==> src/rtl/m_uindex_pkg.sv <==
// m_uindex_pkg: state encodings, shift control codes and default microcode vectors
package m_uindex_pkg;
  localparam logic [1:0] S_RST   = 2'd0;
  localparam logic [1:0] S_RUN   = 2'd1;
  localparam logic [1:0] S_SHIFT = 2'd2;
  localparam logic [1:0] S_MEMW  = 2'd3;
  localparam logic [1:0] SC_NONE = 2'b00;
  localparam logic [1:0] SC_LOAD = 2'b01;
  localparam logic [7:0] RESET_INX_DEF   = 8'h00;
  localparam logic [7:0] TRAP_INX_DEF    = 8'hFE;
  localparam logic [7:0] ILLEGAL_INX_DEF = 8'hFD;
endpackage

==> src/rtl/m_uindex_shiftcnt.sv <==
// m_shiftcnt: 5-bit load/decrement shift counter with busy flag and last-cycle done pulse
module m_shiftcnt (
  input  logic       clk,
  input  logic       rst,
  input  logic       load,
  input  logic [4:0] shamt,
  output logic       busy,
  output logic       done
);
  logic [4:0] cnt;
  // load on request, otherwise count down to zero and stop there
  always_ff @(posedge clk)
    if (rst) cnt <= '0;
    else if (load) cnt <= shamt;
    else if (cnt != '0) cnt <= cnt - 5'd1;
  assign busy = cnt != '0;
  assign done = cnt == 5'd1;
endmodule

==> src/rtl/m_uindex.sv <==
// m_uindex: micro-sequencer choosing the next microcode index and stalling on shifts and bus waits
module m_uindex
  import m_uindex_pkg::*;
#(
  parameter logic [7:0] RESET_INX   = RESET_INX_DEF,
  parameter logic [7:0] TRAP_INX    = TRAP_INX_DEF,
  parameter logic [7:0] ILLEGAL_INX = ILLEGAL_INX_DEF
) (
  input  logic       clk,
  input  logic       RST_I,
  input  logic [7:0] rinx,
  input  logic       use_dinx,
  input  logic [9:0] instr,
  input  logic [1:0] sc_ctrl,
  input  logic [4:0] shamt,
  input  logic       stb_issue,
  input  logic       ACK_I,
  input  logic       irq,
  output logic [7:0] minx,
  output logic       progress_ucode,
  output logic       shift_busy
);
  logic [1:0] state, state_nx;
  logic [7:0] minx_q, run_inx;
  logic       load, done, wait_ack;
  assign load     = state == S_RUN && sc_ctrl == SC_LOAD && shamt != '0;
  assign wait_ack = stb_issue && !ACK_I;
  m_shiftcnt u_shiftcnt (
    .clk  (clk),
    .rst  (RST_I),
    .load (load),
    .shamt(shamt),
    .busy (shift_busy),
    .done (done)
  );
  // priority select of the index issued in normal sequencing; irq matters only at dispatch
  always_comb
    run_inx = !use_dinx          ? rinx :
              irq                ? TRAP_INX :
              instr[1:0] != 2'b11 ? ILLEGAL_INX :
              {instr[6:2], instr[9:7]};
  assign progress_ucode = state == S_RST || state == S_RUN;
  assign minx = state == S_RST ? RESET_INX : state == S_RUN ? run_inx : minx_q;
  // a finishing shift hands over straight to the bus wait if the strobe is still unacknowledged
  always_comb
    state_nx = state == S_RST   ? S_RUN :
               state == S_RUN   ? (load ? S_SHIFT : wait_ack ? S_MEMW : S_RUN) :
               state == S_SHIFT ? (!done ? S_SHIFT : wait_ack ? S_MEMW : S_RUN) :
               (ACK_I ? S_RUN : S_MEMW);
  // state register and held copy of the last index issued while progressing
  always_ff @(posedge clk)
    if (RST_I) begin
      state  <= S_RST;
      minx_q <= RESET_INX;
    end else begin
      state <= state_nx;
      if (progress_ucode) minx_q <= minx;
    end
endmodule
==> config.mk <==
export PLATFORM = sky130hd
export DESIGN_NAME = m_uindex
export DESIGN_NICKNAME = d
export VERILOG_FILES = /design/src/rtl/m_uindex_pkg.sv /design/src/rtl/m_uindex_shiftcnt.sv /design/src/rtl/m_uindex.sv
export SDC_FILE = /design/constraint.sdc
export NUM_CORES = 1
export LEC_CHECK = 0
export CAP_MARGIN = 20
export CELL_PAD_IN_SITES_DETAIL_PLACEMENT = 1
export CELL_PAD_IN_SITES_GLOBAL_PLACEMENT = 1
export CORE_MARGIN = 2
export CORE_UTILIZATION = 29
export CTS_CLUSTER_DIAMETER = 30
export DETAILED_ROUTE_END_ITERATION = 8
export HOLD_SLACK_MARGIN = 0.05
export PLACE_DENSITY_LB_ADDON = 0.2
export SLEW_MARGIN = 20
export SYNTH_ARGS = -nofsm -noshare
export SYNTH_HDL_FRONTEND = slang
export SYNTH_SLANG_ARGS = --single-unit
==> constraint.sdc <==
create_clock -name clk -period 4 [get_ports clk]
set_clock_uncertainty 0.2 [all_clocks]
set_input_delay 0.4 -clock clk [delete_from_list [all_inputs] [get_ports clk]]
set_output_delay 0.4 -clock clk [all_outputs]
set_load 0.005 [all_outputs]
### After elaboration in Yosys (flattened, before gate mapping)

Cells that the tools add are included.

* add/sub/neg operators: 1
* eq/ne operators: 5
* mux-type cells: 14
* reductions and logical operators: 10

Operators with widths (number)
* 2-to-1 mux 8 bit: 5
* 2-to-1 mux 2 bit: 6
* 2-to-1 mux 5 bit: 2
* nonzero test 5 bit: 2
* equality test 5 x 1 -> 1 bit, second input constant: 1
* subtractor 5 x 1 -> 5 bit, second input constant: 1
* equality test 2 x 1 -> 1 bit, second input constant: 2
* logical AND 1 bit: 3
* equality test 2 bit, second input constant: 1
* logical NOT 2 bit: 1
* != test 2 bit, second input constant: 1
* nonzero test 2 bit: 1
* OR reduction 2 bit: 1
* logical NOT 1 bit: 1
* logical OR 1 bit: 1
* 2-to-1 mux 1 bit: 1

* register bits: 15
* input port bits: 31
* output and inout port bits: 10
* logic and storage cells: 34

### Longest topological paths before layout

* depth after elaboration: 7
* depth in mapped cells: 7
* gate-level depth less buffers: 6

### Cells and area by module

Synthesis repeated with hierarchy kept, for this count alone.

* cell total of the unflattened synthesis: 102
* area total of the unflattened synthesis: 829.5 um^2

Modules (own cells, without submodules)
* m_uindex: instances 1, cells an instance 65, area an instance 499.2 um^2, sequential area each 200.2 um^2
* m_shiftcnt: instances 1, cells an instance 37, area an instance 330.3 um^2, sequential area each 100.1 um^2

### Worst setup path after synthesis

OpenSTA, ideal clock, no wires.

* kind: reg2reg
* start: register u_shiftcnt.cnt[0]
* end: register u_shiftcnt.cnt[0]
* setup time: 128 ps
* arrival time: 1414 ps
* data required time: 3672 ps
* slack: 2259 ps
* stages on the path, launching flop included: 8
* path buffers: 1
* period minus slack after synthesis: 1741 ps
* path through: dfxtp_1 -> inv_1 -> ha_1 -> or4b_1 -> buf_2 -> xnor2_1 -> mux2i_1 -> nor2_1

* elaborated cells between the ends (all ways): 5
* those cells by class: add/sub: 1; mux: 2; reduce/logical: 2

RTL lines
* from (decl): RTL line m_uindex_shiftcnt.sv:10 `logic [4:0] cnt;`
* from (signal assigned): RTL line m_uindex_shiftcnt.sv:14 `else if (load) cnt <= shamt;`
* from (signal assigned): RTL line m_uindex_shiftcnt.sv:15 `else if (cnt != '0) cnt <= cnt - 5'd1;`
* nonzero test 5 bit
* via shift_busy: RTL line m_uindex.sv:21 `output logic shift_busy`
* nonzero test 2 bit (no line)

The timed path passes the listed nets, and every way through them passes these cells. The select of a mux whose other input is x is not followed.
A chain may end at the register's enable or synchronous reset.

### Final worst setup path

* start: input port use_dinx
* end: output port minx[4]

* word-level cells in the longest chain between the ends: 3

Ends and longest elaborated chain
* from (decl): RTL line m_uindex.sv:12 `input logic use_dinx,`
* 2-to-1 mux 8 bit: RTL line m_uindex.sv:38 `run_inx = !use_dinx ? rinx :`
* 2-to-1 mux 8 bit (2 in series): RTL line m_uindex.sv:43 `assign minx = state == S_RST ? RESET_INX : state == S_RUN ? run_inx : minx_q;`
* to (decl): RTL line m_uindex.sv:19 `output logic [7:0] minx,`

No other way between the ends.

==> results.yml <==
floorplanning:
  initial_core_util_pct: 30.2
  io_pins: 41
  die_h_um: 57.3
  die-area_um2: 3290
  coreArea_um2: 2730
  die_x_um: 57.3
  fp-row-count: 19
cts:
  cts_resized: 0
  clkLatencyLatePin_ns: 0.28
  cts_root_buf: "clkbuf_4"
  cts_setup_buffers: 0
  htreeDepth: 1
  cts.sink_count: 15
  cts_inserted_buffers: 3
  path_clk_slew_ns: 0.09
  hold_buffers: 0
  cts_tree: "yes"
  clk_path_buf_depth: 2
final_layout:
  final_cell_mix: "clkdlybuf4s50_1, dfxtp_1, nor2_1, o21ai_0"
  nets: 180
  drive_gt1_share_pct: 3.42
  num_antenna_cells: 0
  area_growth_pct: 54.5
  final_common_cell: "clkdlybuf4s50_1"
grt:
  grt_max_degree: 16
  antenna_found_initial: 0
  grt_use_total_pct: 15.3
  grt_pass1_vias: 928
  grt_pass1_wl_um: 3950
  grt-ovfl-total: 0
worst_hold_path:
  worstHoldStart: "state[0]"
  hold_class: "flip-flop to flip-flop"
logic_synthesis:
  synthesis.area_um2: 825
  ys_ff_latch: 15
  synth_top_family_by_area: "simple AND/OR/NAND/NOR gates"
  syn_nets: 139
  syn_inst: 106
  yosys_warnings: 0
  yosys-mux-area-fraction_pct: 2.43
  synth-simple-area-share_pct: 30.3
  ys_types: 27
  synth-adder-area-share_pct: 3.03
  syn_avg_cell_area_um2: 7.78
  synth.top_cell.area_share_pct: 36.4
  synth_compound_area_share_pct: 22.5
  synth_area_leaders: "dfxtp_1, nor2b_1, o21ai_0, nor2_1, nand2_1"
  seq_area_frac_synth_pct: 36.4
  synth_area_leader_cell: "dfxtp_1"
  synth_xor_area_share_pct: 1.06
critical_path:
  crit_fanout: 10
  crit_arrival_ns: 2.17
  crit_required_ns: 3.40
  crit_chain: "clkdlybuf4s50_1 > nand4b_1 > nor2_1 > o21ai_0 > clkdlybuf4s50_1"
  cpMaxStageDelayCell: "clkdlybuf4s50_1"
  path_common_cell: "clkdlybuf4s50_1"
  path_delay_family: "buffers and inverters"
  cp-start-kind: "input port"
  r2r-start: "u_shiftcnt.cnt[0]"
  path_class: "input port to output port"
  worstSetupStartpoint: "use_dinx"
  cp_num_buf_inv: 2
  cp_slowest_stage_delay_ns: 0.57
  crit_path_end_kind: "output port"
timing:
  hold_ws_ns: 0.340
  finalSetupViolCount: 0
  timing.final.crit_period_ns: 2.77
  max_freq_mhz: 361
  rsz0062_at_grt: "false"
  fin_crit_sh_pct: 69.2
  tns_ns: 0
  final-max-slew-violation-count: 0
  slew_headroom_pct: 62.1
  finalHoldViolations: 0
  worstMarginPinSlew_ns: 0.566
power_and_ir_drop:
  total_power_uw: 503
  peakVddDrop_mv: 0.211
  p_per_area_nw_per_um2: 395
  p_leak_nw: 0.475
drt:
  drcViolationCount: 0
  first_pass_iters: 2
  wirelength_um: 2340
  drt_iter0_markers: 8
  via_count: 895
  vias_per_cell: 5.06
  routedWlPerCell_um: 13.2
  ant_nets: 0
placed_design:
  numPortBuffers: 40
  hpwlAfterDp_um: 1860
  gp_congestion: 0.817
status:
  status: "finished clean"
job:
  drv_cap: 0
-- state kept, by name, indices dropped and copies added (netlist names) --
name	cells
u_shiftcnt.cnt	5
state	2
minx_q	8
-- worst register-to-register path, stage by stage (launching register included) --
cell	delay [ns]
dfxtp_1	0.34
inv_1	0.09
ha_1	0.23
or4b_1	0.54
xnor2_1	0.17
mux2i_1	0.13
nor2_1	0.05
-- cell usage after synthesis --
cell type	instances
nor2b_1	12
and2b_1	1
o211ai_1	2
dfxtp_1	15
nand3b_1	1
nand2_1	12
nand3_1	2
a2111o_1	1
nor3_1	4
a21o_1	1
ha_1	2
or3_2	1
o21ai_0	14
inv_1	5
mux2i_1	2
nand2b_1	1
o21bai_1	1
nor2_1	14
buf_2	1
o311ai_1	1
clkbuf_1	3
xnor2_1	1
a21oi_1	3
nand4b_1	1
a211oi_1	3
or4b_1	1
a2111oi_4	1
-- worst paths after layout --
kind	slack (ns)	depth (start not counted)	endpoint
min	0.34	2	state[1]
max reg2reg	2.13	6	u_shiftcnt.cnt[0]
max	1.23	5	minx[4]
min reg2reg	0.34	2	state[1]
-- through the flow --
stage / worst slack [ns] / util (%) / instances / instance area (um2)
4_1_cts: 1.22 / 46.6 / 177 / 1270
2_1_floorplan: 2.26 / - / 106 / 825
6_report: 1.23 / 46.6 / 177 / 1270
3_3_place_gp: 1.30 / 45.6 / 173 / 1250
3_5_place_dp: 1.26 / 45.6 / 173 / 1250
5_1_grt: 1.08 / 46.6 / 177 / 1270
-- area by class of cell --
cell class | count | area, um2
Clock buffer | 4 | 26.3
Timing Repair Buffer | 40 | 400
Fill cell | 337 | 1460
Inverter | 5 | 18.8
Tap cell | 31 | 38.8
Multi-Input combinational cell | 82 | 489
Sequential cell | 15 | 300
-- power by group --
| part | switching, mW | internal (mW) | total [mW] |
|---|---|---|---|
| clock network | 0.0498 | 0.0387 | 0.0885 |
| registers | 0.0196 | 0.173 | 0.193 |
| logic | 0.0968 | 0.125 | 0.222 |
| total | 0.166 | 0.337 | 0.503 |
-- per-layer routing --
layer  GRT usage [%]  vias up  share of wire (%)
li1                -      444                  -
met1            18.8      426                 44
met2            27.4       23                 51
met3            2.04        2                4.3
met4            4.98        0               0.81
met5               0        -                  0
-- logic make-up (layout without fill, tap and decap cells) --
family / after synthesis / in the layout
compound gates: 27 / 27
xor+xnor: 1 / 1
fa+ha+maj: 2 / 2
buf+inv: 9 / 49
flops: 15 / 15
mux: 2 / 2
simple gates: 50 / 50
(Power assumes the default switching activity.)
